**src/rtl/nzr_grb_receiver.sv**
```systemverilog
// -----------------------------------------------------------------------------
// nzr_grb_receiver
//   Receive side of the single-wire NZR LED protocol. Decodes the pulse stream
//   on dataIn into 24-bit GRB pixel words (MSB first, G7 first) and detects the
//   long low latch gap that ends a frame. Doubles as a loop-back checker on an
//   LED data line and as a behavioural model of a downstream LED.
//
//   Optional feature macro: NZR_PASSTHRU_EN
//     defined     : dataOut forwards the synchronized line, gated so that the
//                   downstream device sees the frame minus its first pixel.
//     not defined : dataOut is tied low and no forwarding logic is built.
//
// Ports
//   clk         in   system clock
//   reset       in   asynchronous active-low reset
//   dataIn      in   NZR serial line, asynchronous to clk
//   pixel       out  [23:0] last decoded GRB word {G,R,B}
//   pixelValid  out  1-cycle pulse: pixel/pixelIdx updated
//   pixelIdx    out  [IDX_W-1:0] 0-based position of pixel in current frame
//   frameDone   out  1-cycle pulse: latch gap seen after >=1 bit of the frame
//   pixelCount  out  [IDX_W-1:0] whole pixels in the last completed frame
//   err         out  1-cycle pulse on any protocol error
//   dataOut     out  forwarded stream (see macro above)
//
// Handshake: pixelValid, frameDone and err are single-cycle strobes with no
//   backpressure; pixel/pixelIdx are stable from a pixelValid until the next
//   one, pixelCount from a frameDone until the next one.
// -----------------------------------------------------------------------------
module nzr_grb_receiver #(
   parameter int T_THRESH = 30,
   parameter int T_GLITCH = 4,
   parameter int T_HMAX   = 60,
   parameter int T_RESET  = 2500,
   parameter int IDX_W    = 8
) (
   input  logic             clk,
   input  logic             reset,
   input  logic             dataIn,
   output logic [23:0]      pixel,
   output logic             pixelValid,
   output logic [IDX_W-1:0] pixelIdx,
   output logic             frameDone,
   output logic [IDX_W-1:0] pixelCount,
   output logic             err,
   output logic             dataOut
);

   localparam int HCW = $clog2(T_HMAX + 2);
   localparam int LCW = $clog2(T_RESET + 1);

   localparam logic [HCW-1:0]   HIGH_ONE    = HCW'(1);
   localparam logic [HCW-1:0]   HIGH_MAX    = HCW'(T_HMAX);
   localparam logic [HCW-1:0]   HIGH_THRESH = HCW'(T_THRESH);
   localparam logic [HCW-1:0]   HIGH_GLITCH = HCW'(T_GLITCH);
   localparam logic [LCW-1:0]   LOW_ONE     = LCW'(1);
   localparam logic [LCW-1:0]   LOW_LAST    = LCW'(T_RESET - 1);
   localparam logic [4:0]       BIT_LAST    = 5'd24;
   localparam logic [IDX_W-1:0] IDX_ONE     = IDX_W'(1);
   localparam logic [IDX_W-1:0] IDX_MAX     = '1;

   typedef enum logic [1:0] {
      WAIT_GAP = 2'd0,
      IDLE     = 2'd1,
      HIGH     = 2'd2,
      LOW      = 2'd3
   } state_t;

   state_t           state;
   state_t           prevState;   // where a rejected glitch returns to
   logic             syncMeta;
   logic             s;           // synchronized line sample
   logic [HCW-1:0]   highCnt;
   logic [LCW-1:0]   lowCnt;
   logic [4:0]       bitCnt;
   logic [23:0]      shiftReg;
   logic [IDX_W-1:0] pixIndex;
   logic             idxFull;     // pixIndex already handed out its top value
`ifdef NZR_PASSTHRU_EN
   logic             fwd;
`endif

   // Two-flop synchronizer for the asynchronous line.
   always_ff @(posedge clk or negedge reset) begin
      if (!reset) begin
         syncMeta <= 1'b0;
         s        <= 1'b0;
      end else begin
         syncMeta <= dataIn;
         s        <= syncMeta;
      end
   end

   always_ff @(posedge clk or negedge reset) begin
      if (!reset) begin
         state      <= WAIT_GAP;
         prevState  <= IDLE;
         highCnt    <= '0;
         lowCnt     <= '0;
         bitCnt     <= '0;
         shiftReg   <= '0;
         pixIndex   <= '0;
         idxFull    <= 1'b0;
         pixel      <= '0;
         pixelValid <= 1'b0;
         pixelIdx   <= '0;
         frameDone  <= 1'b0;
         pixelCount <= '0;
         err        <= 1'b0;
`ifdef NZR_PASSTHRU_EN
         fwd        <= 1'b0;
`endif
      end else begin
         pixelValid <= 1'b0;
         frameDone  <= 1'b0;
         err        <= 1'b0;

         // Pixel completion runs the cycle after the 24th bit is shifted in.
         // The FSM is then in LOW with lowCnt=1, so no error or frame end can
         // coincide with it below.
         if (bitCnt == BIT_LAST) begin
            pixel      <= shiftReg;
            pixelValid <= 1'b1;
            pixelIdx   <= pixIndex;
            bitCnt     <= '0;
            if (pixIndex == IDX_MAX) begin
               // Index saturated: a pixel beyond the last position is an error.
               if (idxFull) begin
                  err <= 1'b1;
`ifdef NZR_PASSTHRU_EN
                  fwd <= 1'b0;
`endif
               end
               idxFull <= 1'b1;
            end else begin
               pixIndex <= pixIndex + IDX_ONE;
            end
`ifdef NZR_PASSTHRU_EN
            // Pixel 0 is consumed here; forward everything after it.
            if (pixIndex == '0) fwd <= 1'b1;
`endif
         end

         case (state)
            WAIT_GAP: begin
               if (s) begin
                  lowCnt <= '0;
               end else if (lowCnt == LOW_LAST) begin
                  lowCnt <= '0;
                  state  <= IDLE;
               end else begin
                  lowCnt <= lowCnt + LOW_ONE;
               end
            end

            IDLE: begin
               if (s) begin
                  highCnt   <= HIGH_ONE;
                  prevState <= IDLE;
                  state     <= HIGH;
               end
            end

            HIGH: begin
               if (s) begin
                  highCnt <= highCnt + HIGH_ONE;
                  // Next count exceeds T_HMAX: pulse too long, abandon frame.
                  if (highCnt >= HIGH_MAX) begin
                     err      <= 1'b1;
                     lowCnt   <= '0;
                     bitCnt   <= '0;
                     shiftReg <= '0;
                     pixIndex <= '0;
                     idxFull  <= 1'b0;
                     state    <= WAIT_GAP;
`ifdef NZR_PASSTHRU_EN
                     fwd      <= 1'b0;
`endif
                  end
               end else if (highCnt < HIGH_GLITCH) begin
                  // Noise: resume where we were, low count untouched.
                  state <= prevState;
               end else begin
                  shiftReg <= {shiftReg[22:0], (highCnt >= HIGH_THRESH)};
                  bitCnt   <= bitCnt + 5'd1;
                  lowCnt   <= LOW_ONE;
                  state    <= LOW;
               end
            end

            LOW: begin
               if (s) begin
                  highCnt   <= HIGH_ONE;
                  prevState <= LOW;
                  state     <= HIGH;
               end else if (lowCnt >= LOW_LAST) begin
                  // Latch gap. LOW is only ever entered after a decoded bit,
                  // so this frame always contained at least one bit.
                  frameDone  <= 1'b1;
                  pixelCount <= pixIndex;
                  if (bitCnt != '0) err <= 1'b1;
                  pixIndex   <= '0;
                  idxFull    <= 1'b0;
                  bitCnt     <= '0;
                  shiftReg   <= '0;
                  lowCnt     <= '0;
                  state      <= IDLE;
`ifdef NZR_PASSTHRU_EN
                  fwd        <= 1'b0;
`endif
               end else begin
                  lowCnt <= lowCnt + LOW_ONE;
               end
            end

            default: state <= WAIT_GAP;
         endcase
      end
   end

`ifdef NZR_PASSTHRU_EN
   assign dataOut = s & fwd;
`else
   assign dataOut = 1'b0;
`endif

endmodule
```
**config.mk**
```make
export PLATFORM = sky130hd
export DESIGN_NAME = nzr_grb_receiver
export DESIGN_NICKNAME = d
export VERILOG_FILES = /design/src/rtl/nzr_grb_receiver.sv
export SDC_FILE = /design/constraint.sdc
export NUM_CORES = 1
export LEC_CHECK = 0
export ABC_AREA = 1
export BUFFER_PORTS_ARGS = -buffer_cell sky130_fd_sc_hd__buf_2
export CAP_MARGIN = 5
export CORE_ASPECT_RATIO = 0.9
export CORE_MARGIN = 2
export CORE_UTILIZATION = 30
export DETAILED_ROUTE_END_ITERATION = 8
export GPL_TIMING_DRIVEN = 1
export SKIP_CTS_REPAIR_TIMING = 1
export SYNTH_ARGS = -nofsm -noshare
export SYNTH_HDL_FRONTEND = slang
export SYNTH_SLANG_ARGS = --single-unit
```
**constraint.sdc**
```tcl
create_clock -name clk -period 3.2 [get_ports clk]
set_input_delay 0.48 -clock clk [delete_from_list [all_inputs] [get_ports clk]]
set_output_delay 0.48 -clock clk [all_outputs]
set_load 0.005 [all_outputs]
```
==> summary.md, run 1 <==
| Metric | Value |
|---|---|
| Core ar. | `16800 um^2` |
| Yosys top cell area share | `0.510` |
| Pin count of the biggest net entering global routing | `64` |
| IO Port Bufs | `45` |
| #FFs+latches synth | `104` |
| Die height | `128 um` |
| CTS tree | `done` |
| Synth area leaders | `dfrtp_1 51%, nand2_1 12%, nand3_1 5.7%` |
| Worst path arrival time | `2.39 ns` |
| Clock Power Share | `0.457` |
| Yosys cell types | `37` |
| ANT nets after route | `0` |
| GRT Util Overall | `0.127` |
| Fmax | `467 MHz` |
| Synth Flop Type | `dfrtp_1` |
| Maximum VDD drop | `0.000266 V` |
| Ports | `47` |
| Final wirelength | `10800 um` |
| Clock Skews | `0.00749 ns` |
| Synth cell count leaders | `166 x nand2_1, 104 x dfrtp_1, 72 x inv_1, 58 x nand3_1, 44 x o21ai_0` |
| Worst-Margin Slew | `0.607 ns` |
| Final net count | `656` |
| Final count of hold timing violations | `0` |
| Bufs on Longest Clock Path | `2` |
| Leak | `0.00281 uW` |
| Startpoint types | `flip-flop` |
| WHS | `0.0936 ns` |
| Worst Setup Path Type | `reg2reg` |
| Power per cell area | `437 nW/um^2` |
| Gpl congestion | `0.844` |
| Gr ovfl total | `0` |
| H-tree depth | `3` |
| Buffers and inverters on the worst path | `3` |
| Rel. slew slack | `0.595` |
| Sw Ratio | `0.230` |
| Drt via density | `4.54` |
| Rows | `45` |
| Period utilization | `0.669` |
| DP Cell Count | `848` |
| Final setup violation count | `0` |
| # clock sinks | `104` |
| Number of enable flip-flop cells after synthesis | `0` |
| Reg clk slew, reported paths | `0.08 ns` |
| Routed via count | `3924` |
| Syn Inst Count | `609` |
| CP Capture Type | `flip-flop` |
| Vias in the first global route | `3718` |
| Most used cell, CP | `inv_1` |
| First drt pass iteration count | `4` |
| Ys Warns | `0` |
| Post-synth top area cell | `dfrtp_1` |
| Die area | `18100 um^2` |
| Place WS | `1.08 ns` |
| CTS Buf Count | `9` |
| Critical Path, Cell by Cell | `inv_1 > o21ai_4 > nand3_2 > inv_2 > nand3_1 > inv_1 > nor2_1` |
| Drc violations | `0` |
| Seq pwr share | `0.522` |
| Internal power | `1950 uW` |
| Initial DRC count | `259` |
| Most common cell in the netlist | `nand2_1` |
| Critical-path maximum fanout | `13` |
| Area grow syn2layout | `13.6%` |
| Max_cap viols | `0` |
| Setup TNS | `0 ns` |
| Worst path max stage delay | `0.57 ns` |
| ANT cells | `0` |
| Skew-Pair Late Insertion Delay | `0.36 ns` |
| Synth Area per Inst | `8.39 um^2` |
| Syn Nets | `617` |
| Combinational Power Share | `0.020` |
| Final WS setup | `1.06 ns` |
| Slew Limit Fails | `0` |
| Slowest-stage cell, CP | `dfrtp_1` |
| Initial antenna violation count | `0` |
| Initial Util | `0.304` |
| Tmin final | `2.14 ns` |
| NetSw | `584 uW` |
| Register area share after synthesis | `0.510` |
| Util after Layout | `0.346` |
| Unrepaired setup endpoints after global routing | `false` |
| Mapped Area | `5110 um^2` |
| Finished Layout Cells | `864` |
| Clock root buffer | `clkbuf_16` |
| Dpl hpwl | `7410 um` |
| Per-cell routed wire length | `12.4 um` |
| Asr flop ratio synth | `1.00` |
| Hold WC Path Type | `in2async` |
| Top delay family on crit path | `buffers and inverters` |
| Share of cells above drive strength 1 | `0.176` |
| First-pass GRT wire length | `18400 um` |
| CP Data Required Time | `3.45 ns` |
| Horiz. Die Dim | `142 um` |
| Outcome | `finished, final reports clean` |
[routing by layer]
metal	up-vias	part of all wire	global-route usage
met5	-	0	0
met4	0	0.010	0.0300
met3	8	0.041	0.0400
met2	57	0.44	0.189
met1	1828	0.51	0.180
li1	2031	-	-
[power by group through the flow]
stage	Clock, uW	Sequential (uW)	Combinational [uW]
2_1_floorplan	0	1350	20.8
3_3_place_gp	0	1350	54.8
3_5_place_dp	0	1350	54.9
4_1_cts	1200	1320	54.9
5_1_grt	1250	1320	61.2
6_report	1160	1320	51.7
[placed cells by master (no fill, tap or decap), drive strengths merged]
master	count
o21bai	1
nand4	10
conb	1
inv	79
ha	5
bufinv	1
a21boi	1
o21ai	78
nor3b	2
a22o	1
clkbuf	9
dfrtp	104
buf	51
or2	1
clkinv	2
nor2	43
a211oi	1
clkinvlp	1
nand3	66
a21oi	10
xor2	6
o21a	1
nand2	171
o31ai	1
xnor2	1
nor3	6
[path summary, 6_finish.rpt]
check	slack [ns]	cells past startpoint	from	to
max	1.06	7	state[1]$_DFFE_PN0P_	lowCnt[8]$_DFFE_PN0P_
min	0.09	1	reset	pixel[15]$_DFFE_PN0N_
max reg2reg	1.06	7	state[1]$_DFFE_PN0P_	lowCnt[8]$_DFFE_PN0P_
min reg2reg	0.35	0	syncMeta$_DFF_PN0_	s$_DFF_PN0_
max in group asynchronous	2.42	2	reset	lowCnt[0]$_DFFE_PN0P_
min in group clk	0.24	1	dataIn	syncMeta$_DFF_PN0_
[final cells by class]
cell class	count	area [um^2]
Inverter	76	287
Sequential cell	104	2600
Clock inverter	7	83.8
Timing Repair Buffer	51	285
Tap cell	211	264
Multi-Input combinational cell	406	2060
Fill cell	1746	11000
Clock buffer	9	225
[per-stage QoR]
step	instance area [um^2]	total power (uW)
floorplan	5110	1370
global placement	5490	1400
detailed placement	5490	1400
CTS	5800	2580
global route	5800	2640
finish	5800	2530
[state kept, by name (all words and copies together) (netlist names)]
register / cells
pixel: 24
shiftReg: 24
lowCnt: 12
pixIndex: 8
pixelCount: 8
pixelIdx: 8
highCnt: 6
bitCnt: 5
state: 2
err: 1
frameDone: 1
idxFull: 1
pixelValid: 1
prevState: 1
s: 1
syncMeta: 1
[kinds of logic after synthesis]
family | after synthesis | share of synthesized area
compound gates | 94 | 0.115
xor+xnor | 7 | 0.0120
fa+ha+maj | 5 | 0.0122
buf+inv | 99 | 0.0879
flops | 104 | 0.510
other cells | 1 | 0.000734
simple gates | 299 | 0.262
No activity file was read; power rests on OpenSTA's default activity.
==> run 2, diff against run 1 <==
--- a/config.mk
+++ b/config.mk
@@ -5,7 +5,7 @@
 export SDC_FILE = /design/constraint.sdc
 export NUM_CORES = 1
 export LEC_CHECK = 0
-export ABC_AREA = 1
+export ABC_AREA = 0
 export BUFFER_PORTS_ARGS = -buffer_cell sky130_fd_sc_hd__buf_2
 export CAP_MARGIN = 5
 export CORE_ASPECT_RATIO = 0.9
==> constraint.sdc (replaced) <==
create_clock -name clk -period 1.9 [get_ports clk]
set_input_delay 0.285 -clock clk [delete_from_list [all_inputs] [get_ports clk]]
set_output_delay 0.285 -clock clk [all_outputs]
set_load 0.005 [all_outputs]
==> summary.md, run 2 <==
| Metric | Value |
|---|---|
| Outcome | `finished, final reports clean` |
| Reg clk slew, reported paths | `0.06 ns` |
| Per-cell routed wire length | `13.9 um` |
| CP Data Required Time | `2.17 ns` |
| Die area | `16100 um^2` |
| First drt pass iteration count | `4` |
| Rows | `42` |
| Number of enable flip-flop cells after synthesis | `0` |
| Met3 Usage GRT | `0.0294` |
| CP Capture Type | `flip-flop` |
| Maximum VDD drop | `0.000401 V` |
| Period utilization | `0.996` |
| Initial antenna violation count | `0` |
| Syn Nets | `462` |
| Share of cells above drive strength 1 | `0.224` |
| Mapped Area | `4530 um^2` |
| Max_cap viols | `0` |
| Sw Ratio | `0.212` |
| # clock sinks | `104` |
| Ys Warns | `0` |
| Mux cell area share after synthesis | `0.0174` |
| Syn Inst Count | `454` |
| CTS Buf Count | `9` |
| Commonest non-fill, non-tap cells in the layout | `109 x nand2_1, 104 x dfrtp_1, 44 x buf_2, 35 x a22o_1, 32 x buf_4` |
| Skew-Pair Late Insertion Delay | `0.34 ns` |
| Post-synth top area cell | `dfrtp_1` |
| Clock Skews | `0.00345 ns` |
| Synth area leaders | `dfrtp_1 57%, nand2_1 9.1%, a22o_1 6.8%` |
| Startpoint types | `flip-flop` |
| Slew Limit Fails | `0` |
| First-pass GRT wire length | `16900 um` |
| Register area share after synthesis | `0.574` |
| Largest family of logic cells by synthesized area | `simple AND/OR/NAND/NOR gates` |
| Final setup violation count | `0` |
| Tmin final | `1.89 ns` |
| Bufs on Longest Clock Path | `2` |
| Unrepaired setup endpoints after global routing | `true` |
| Initial DRC count | `230` |
| Yosys cell types | `51` |
| Combinational Power Share | `0.029` |
| Ports | `47` |
| Adder-cell share of the synthesized area | `0.0138` |
| Horiz. Die Dim | `134 um` |
| GRT Util Overall | `0.131` |
| DP Cell Count | `706` |
| Final count of hold timing violations | `0` |
| Largest regs | `pixel x24, shiftReg x24, lowCnt x12` |
| Internal power | `3200 uW` |
| Final wirelength | `10100 um` |
| Synth Area per Inst | `9.98 um^2` |
| Area grow syn2layout | `22.3%` |
| Final net count | `532` |
| #FFs+latches synth | `104` |
| NetSw | `860 uW` |
| Post-synthesis compound-gate area fraction | `0.145` |
| GRT met1 Usage | `0.176` |
| Critical-path maximum fanout | `4` |
| Met2 Usage GRT | `0.205` |
| Clock Power Share | `0.423` |
| Dpl hpwl | `6880 um` |
| CTS tree | `done` |
| H-tree depth | `3` |
| Worst path arrival time | `2.17 ns` |
| Asr flop ratio synth | `1.00` |
| Clock root buffer | `clkbuf_16` |
| Routed via count | `3477` |
| Util after Layout | `0.377` |
| Initial Util | `0.308` |
| IO Port Bufs | `45` |
| Die height | `121 um` |
| Commonest non-fill, non-tap cell in the layout | `nand2_1` |
| ANT cells | `0` |
| Core ar. | `14700 um^2` |
| Synth Area in Simple Gates | `0.197` |
| XOR/XNOR Fraction of Synth Area | `0.0155` |
| Fmax | `528 MHz` |
| Synth cell count leaders | `110 x nand2_1, 104 x dfrtp_1, 35 x a22o_1, 27 x nor2_1, 22 x o21ai_0` |
| Yosys top cell area share | `0.574` |
| Global route hottest layer | `met2` |
| Seq pwr share | `0.548` |
| Hold WC Path Type | `in2reg` |
| Drt via density | `4.80` |
| Gpl congestion | `0.805` |
| Finished Layout Cells | `725` |
| Synth Flop Type | `dfrtp_1` |
| Vias in the first global route | `3445` |
| Most common cell in the netlist | `nand2_1` |
| Leak | `0.00286 uW` |
| ANT nets after route | `0` |
| Gr ovfl total | `0` |
| Drc violations | `0` |
| Worst Setup Path Type | `reg2reg` |
| Pin count of the biggest net entering global routing | `41` |
| Power per cell area | `734 nW/um^2` |
-- run 2: cell types whose count changed after synthesis, moves of 11 or more --
cell	before	now
nand3_1	58	17
and3_1	0	11
nand2_1	166	110
nor2_1	40	27
a22o_1	1	35
o21ai_0	44	22
inv_1	72	14
o21ai_2	24	0
-- run 2: logic make-up (layout without fill, tap and decap cells) --
| kind of cell | count (synthesis) | after routing |
|---|---|---|
| buffers and inverters | 38 | 110 |
| AOI/OAI and AO/OA | 93 | 93 |
| adders and majority gates | 5 | 5 |
| xor gates and xnor gates | 8 | 8 |
| and+or+nand+nor | 198 | 199 |
| muxes | 7 | 7 |
| DFF | 104 | 104 |
| other | 1 | 1 |
-- run 2: final cells by class --
class	count	area [um^2]
sequential	104	2600
clock buffer	11	253
timing repair buffer	82	553
tap	198	248
fill	1438	9170
clock inverter	3	18.8
inverter	14	52.6
multi-input combinational	313	1810
-- run 2: path summary, 6_finish.rpt --
check,start,end,slack (ns),cells past startpoint
hold / removal,dataIn,syncMeta$_DFF_PN0_,0.05,1
hold reg to reg,syncMeta$_DFF_PN0_,s$_DFF_PN0_,0.35,0
min in group asynchronous,reset,shiftReg[9]$_DFFE_PN0P_,0.46,2
max in group asynchronous,reset,shiftReg[8]$_DFFE_PN0P_,0.80,3
setup / recovery,lowCnt[1]$_DFFE_PN0P_,lowCnt[10]$_DFFE_PN0P_,0.007,6
setup reg to reg,lowCnt[1]$_DFFE_PN0P_,lowCnt[10]$_DFFE_PN0P_,0.007,6
-- run 2: stage by stage --
| step | power (uW) | setup slack, ns | setup TNS, ns | hold slack (ns) | cell area [um^2] |
|---|---|---|---|---|---|
| detailed placement | 2380 | -0.0299 | -0.0861 | 0.284 | 5180 |
| global route | 4230 | -0.0464 | -0.321 | 0.0478 | 5540 |
| global placement | 2370 | 0.00540 | 0 | 0.270 | 5180 |
| finish | 4070 | 0.00708 | 0 | 0.0524 | 5540 |
| CTS | 4110 | -0.0323 | -0.186 | -0.0874 | 5460 |
| floorplan | 2300 | 0.0353 | 0 | -0.0106 | 4530 |
-- run 2: power groups by stage --
stage          logic, uW  clock network [uW]  registers [uW]
6_report             118                1720            2230
5_1_grt              137                1870            2230
4_1_cts              111                1770            2230
3_5_place_dp         112                   0            2270
3_3_place_gp         107                   0            2270
2_1_floorplan       34.9                   0            2270
-- run 2: metal layers --
metal / routed length (um) / part of all wire
met2: 4660 / 0.46
met3: 421 / 0.042
met5: 0 / 0
met1: 4810 / 0.48
met4: 182 / 0.018
-- run 2: critical path, cell delays in order (launching register included) --
cell	delay, ns
dfrtp_1	0.39
ha_2	0.21
nor2b_4	0.13
and4bb_2	0.24
o32a_1	0.37
or4_1	0.41
o21ai_1	0.08
==> run 3, diff against run 2 <==
--- a/config.mk
+++ b/config.mk
@@ -12,7 +12,7 @@
 export CORE_MARGIN = 2
 export CORE_UTILIZATION = 30
 export DETAILED_ROUTE_END_ITERATION = 8
-export GPL_TIMING_DRIVEN = 1
+export GPL_TIMING_DRIVEN = 0
 export SKIP_CTS_REPAIR_TIMING = 1
 export SYNTH_ARGS = -nofsm -noshare
 export SYNTH_HDL_FRONTEND = slang
==> constraint.sdc (replaced) <==
create_clock -name clk -period 2 [get_ports clk]
set_input_delay 0.3 -clock clk [delete_from_list [all_inputs] [get_ports clk]]
set_output_delay 0.3 -clock clk [all_outputs]
set_load 0.005 [all_outputs]
==> summary.md, run 3 (same netlist as run 2, synthesis figures left out) <==
| Metric | Value |
|---|---|
| Final wirelength | `9780 um` |
| Worst path arrival time | `2.24 ns` |
| Largest regs | `pixel x24, shiftReg x24, lowCnt x12` |
| Leak | `0.00282 uW` |
| Combinational Power Share | `0.028` |
| Share of cells above drive strength 1 | `0.217` |
| Clock Skews | `0.0149 ns` |
| Ports | `47` |
| ANT cells | `0` |
| Final setup violation count | `0` |
| Pin count of the biggest net entering global routing | `64` |
| Skew-Pair Late Insertion Delay | `0.35 ns` |
| Critical Path, Cell by Cell | `ha_4 > nor2b_1 > and4bb_2 > o32a_1 > or4_1 > o21ai_1` |
| Slew Limit Fails | `0` |
| Commonest non-fill, non-tap cells in the layout | `109 x nand2_1, 103 x dfrtp_1, 49 x buf_2, 35 x a22o_1, 25 x nor2_1` |
| Tmin final | `1.98 ns` |
| Drt via density | `4.84` |
| Per-cell routed wire length | `13.5 um` |
| IO Port Bufs | `45` |
| Core ar. | `14700 um^2` |
| Internal power | `3160 uW` |
| Worst path max stage delay | `0.46 ns` |
| Initial antenna violation count | `0` |
| Seq pwr share | `0.528` |
| Vias in the first global route | `3372` |
| Die height | `121 um` |
| Drc violations | `0` |
| Gr ovfl total | `0` |
| Rel. slew slack | `0.619` |
| CP Data Required Time | `2.26 ns` |
| Startpoint types | `flip-flop` |
| Die area | `16100 um^2` |
| NetSw | `857 uW` |
| Horiz. Die Dim | `134 um` |
| GRT Util Overall | `0.126` |
| Critical-path maximum fanout | `4` |
| Gpl congestion | `0.826` |
| Commonest non-fill, non-tap cell in the layout | `nand2_1` |
| Unrepaired setup endpoints after global routing | `true` |
| Power per cell area | `728 nW/um^2` |
| Sw Ratio | `0.213` |
| Slowest-stage cell, CP | `or4_1` |
| Final count of hold timing violations | `0` |
| First-pass GRT wire length | `16500 um` |
| Max_cap viols | `0` |
| Initial Util | `0.308` |
| H-tree depth | `3` |
| Initial DRC count | `303` |
| Rows | `42` |
| Clock Power Share | `0.444` |
| Bufs on Longest Clock Path | `2` |
| ANT nets after route | `0` |
| Worst-Margin Slew | `0.572 ns` |
| CTS tree | `done` |
| # clock sinks | `104` |
| Worst Setup Path Type | `reg2reg` |
| CTS Buf Count | `9` |
| Finished Layout Cells | `724` |
| Util after Layout | `0.375` |
| Reg clk slew, reported paths | `0.08 ns` |
| Routed via count | `3501` |
| Dpl hpwl | `6660 um` |
| Top delay family on crit path | `simple AND/OR/NAND/NOR gates` |
| Hold WC Path Type | `in2reg` |
| Outcome | `finished, final reports clean` |
| Clock root buffer | `clkbuf_16` |
| Maximum VDD drop | `0.000395 V` |
| Total power | `4010 uW` |
| Reg-to-reg slack, setup | `0.02 ns` |
| First drt pass iteration count | `4` |
| CP Capture Type | `flip-flop` |
| Area grow syn2layout | `21.6%` |
| WHS | `0.0540 ns` |
| DP Cell Count | `698` |
| Buffers and inverters on the worst path | `0` |
| Fmax | `505 MHz` |
| Period utilization | `0.990` |
| Final net count | `529` |
run 3: changes by cell type in the layout (fill, tap and decap cells not counted), moves of 2 or more:
cell      delta
buf_12       -3
buf_2        +5
buf_4       -19
clkbuf_1     +3
clkbuf_2     +8
clkbuf_4     +2
nor3_4       +2
o21ai_1      -3
run 3: power by group through the flow:
stage / registers (uW) / clock network [uW] / logic, uW
finish: 2120 / 1780 / 113
global route: 2120 / 1920 / 130
CTS: 2110 / 1840 / 93.9
detailed placement: 2160 / 0 / 93.6
global placement: 2160 / 0 / 83.7
floorplan: 2150 / 0 / 33.1
run 3: final timing paths:
check                                      startpoint                      to  cells after the start
worst max-delay path            lowCnt[0]$_DFFE_PN0P_  lowCnt[10]$_DFFE_PN0P_                      6
worst min-delay path                           dataIn      syncMeta$_DFF_PN0_                      1
worst max register to register  lowCnt[0]$_DFFE_PN0P_  lowCnt[10]$_DFFE_PN0P_                      6
worst min register to register     syncMeta$_DFF_PN0_             s$_DFF_PN0_                      0
max in group asynchronous                       reset   pixel[17]$_DFFE_PN0N_                      3
min in group asynchronous                       reset   lowCnt[0]$_DFFE_PN0P_                      2
run 3: layer usage:
metal  wire length, um  share of wire  up-vias  GRT usage
li1                  -              -     1716          -
met1              4810           0.49     1722      0.171
met2              4520           0.46       55      0.200
met3               334          0.034        8     0.0319
met4               103          0.011        0     0.0352
met5                 0              0        -          0
run 3: per-stage QoR:
stage / worst slack, ns / setup TNS (ns) / instance area, um^2
after floorplan: 0.135 / 0 / 4530
after detailed placement: -0.388 / -11.60 / 5030
final: 0.0200 / 0 / 5510
after global placement: -0.512 / -61.31 / 5000
after CTS: -0.418 / -12.96 / 5340
after global routing: -0.0278 / -0.102 / 5510
run 3: area by class of cell:
cell class / instances / area (um^2)
fillers: 1485 / 9200
flip-flops and latches: 104 / 2600
multi-input cells: 313 / 1840
repair buffers: 57 / 340
well taps: 198 / 248
clock buffers: 10 / 239
plain buffers: 22 / 121
clock inverters: 6 / 66.3
inverters: 14 / 56.3
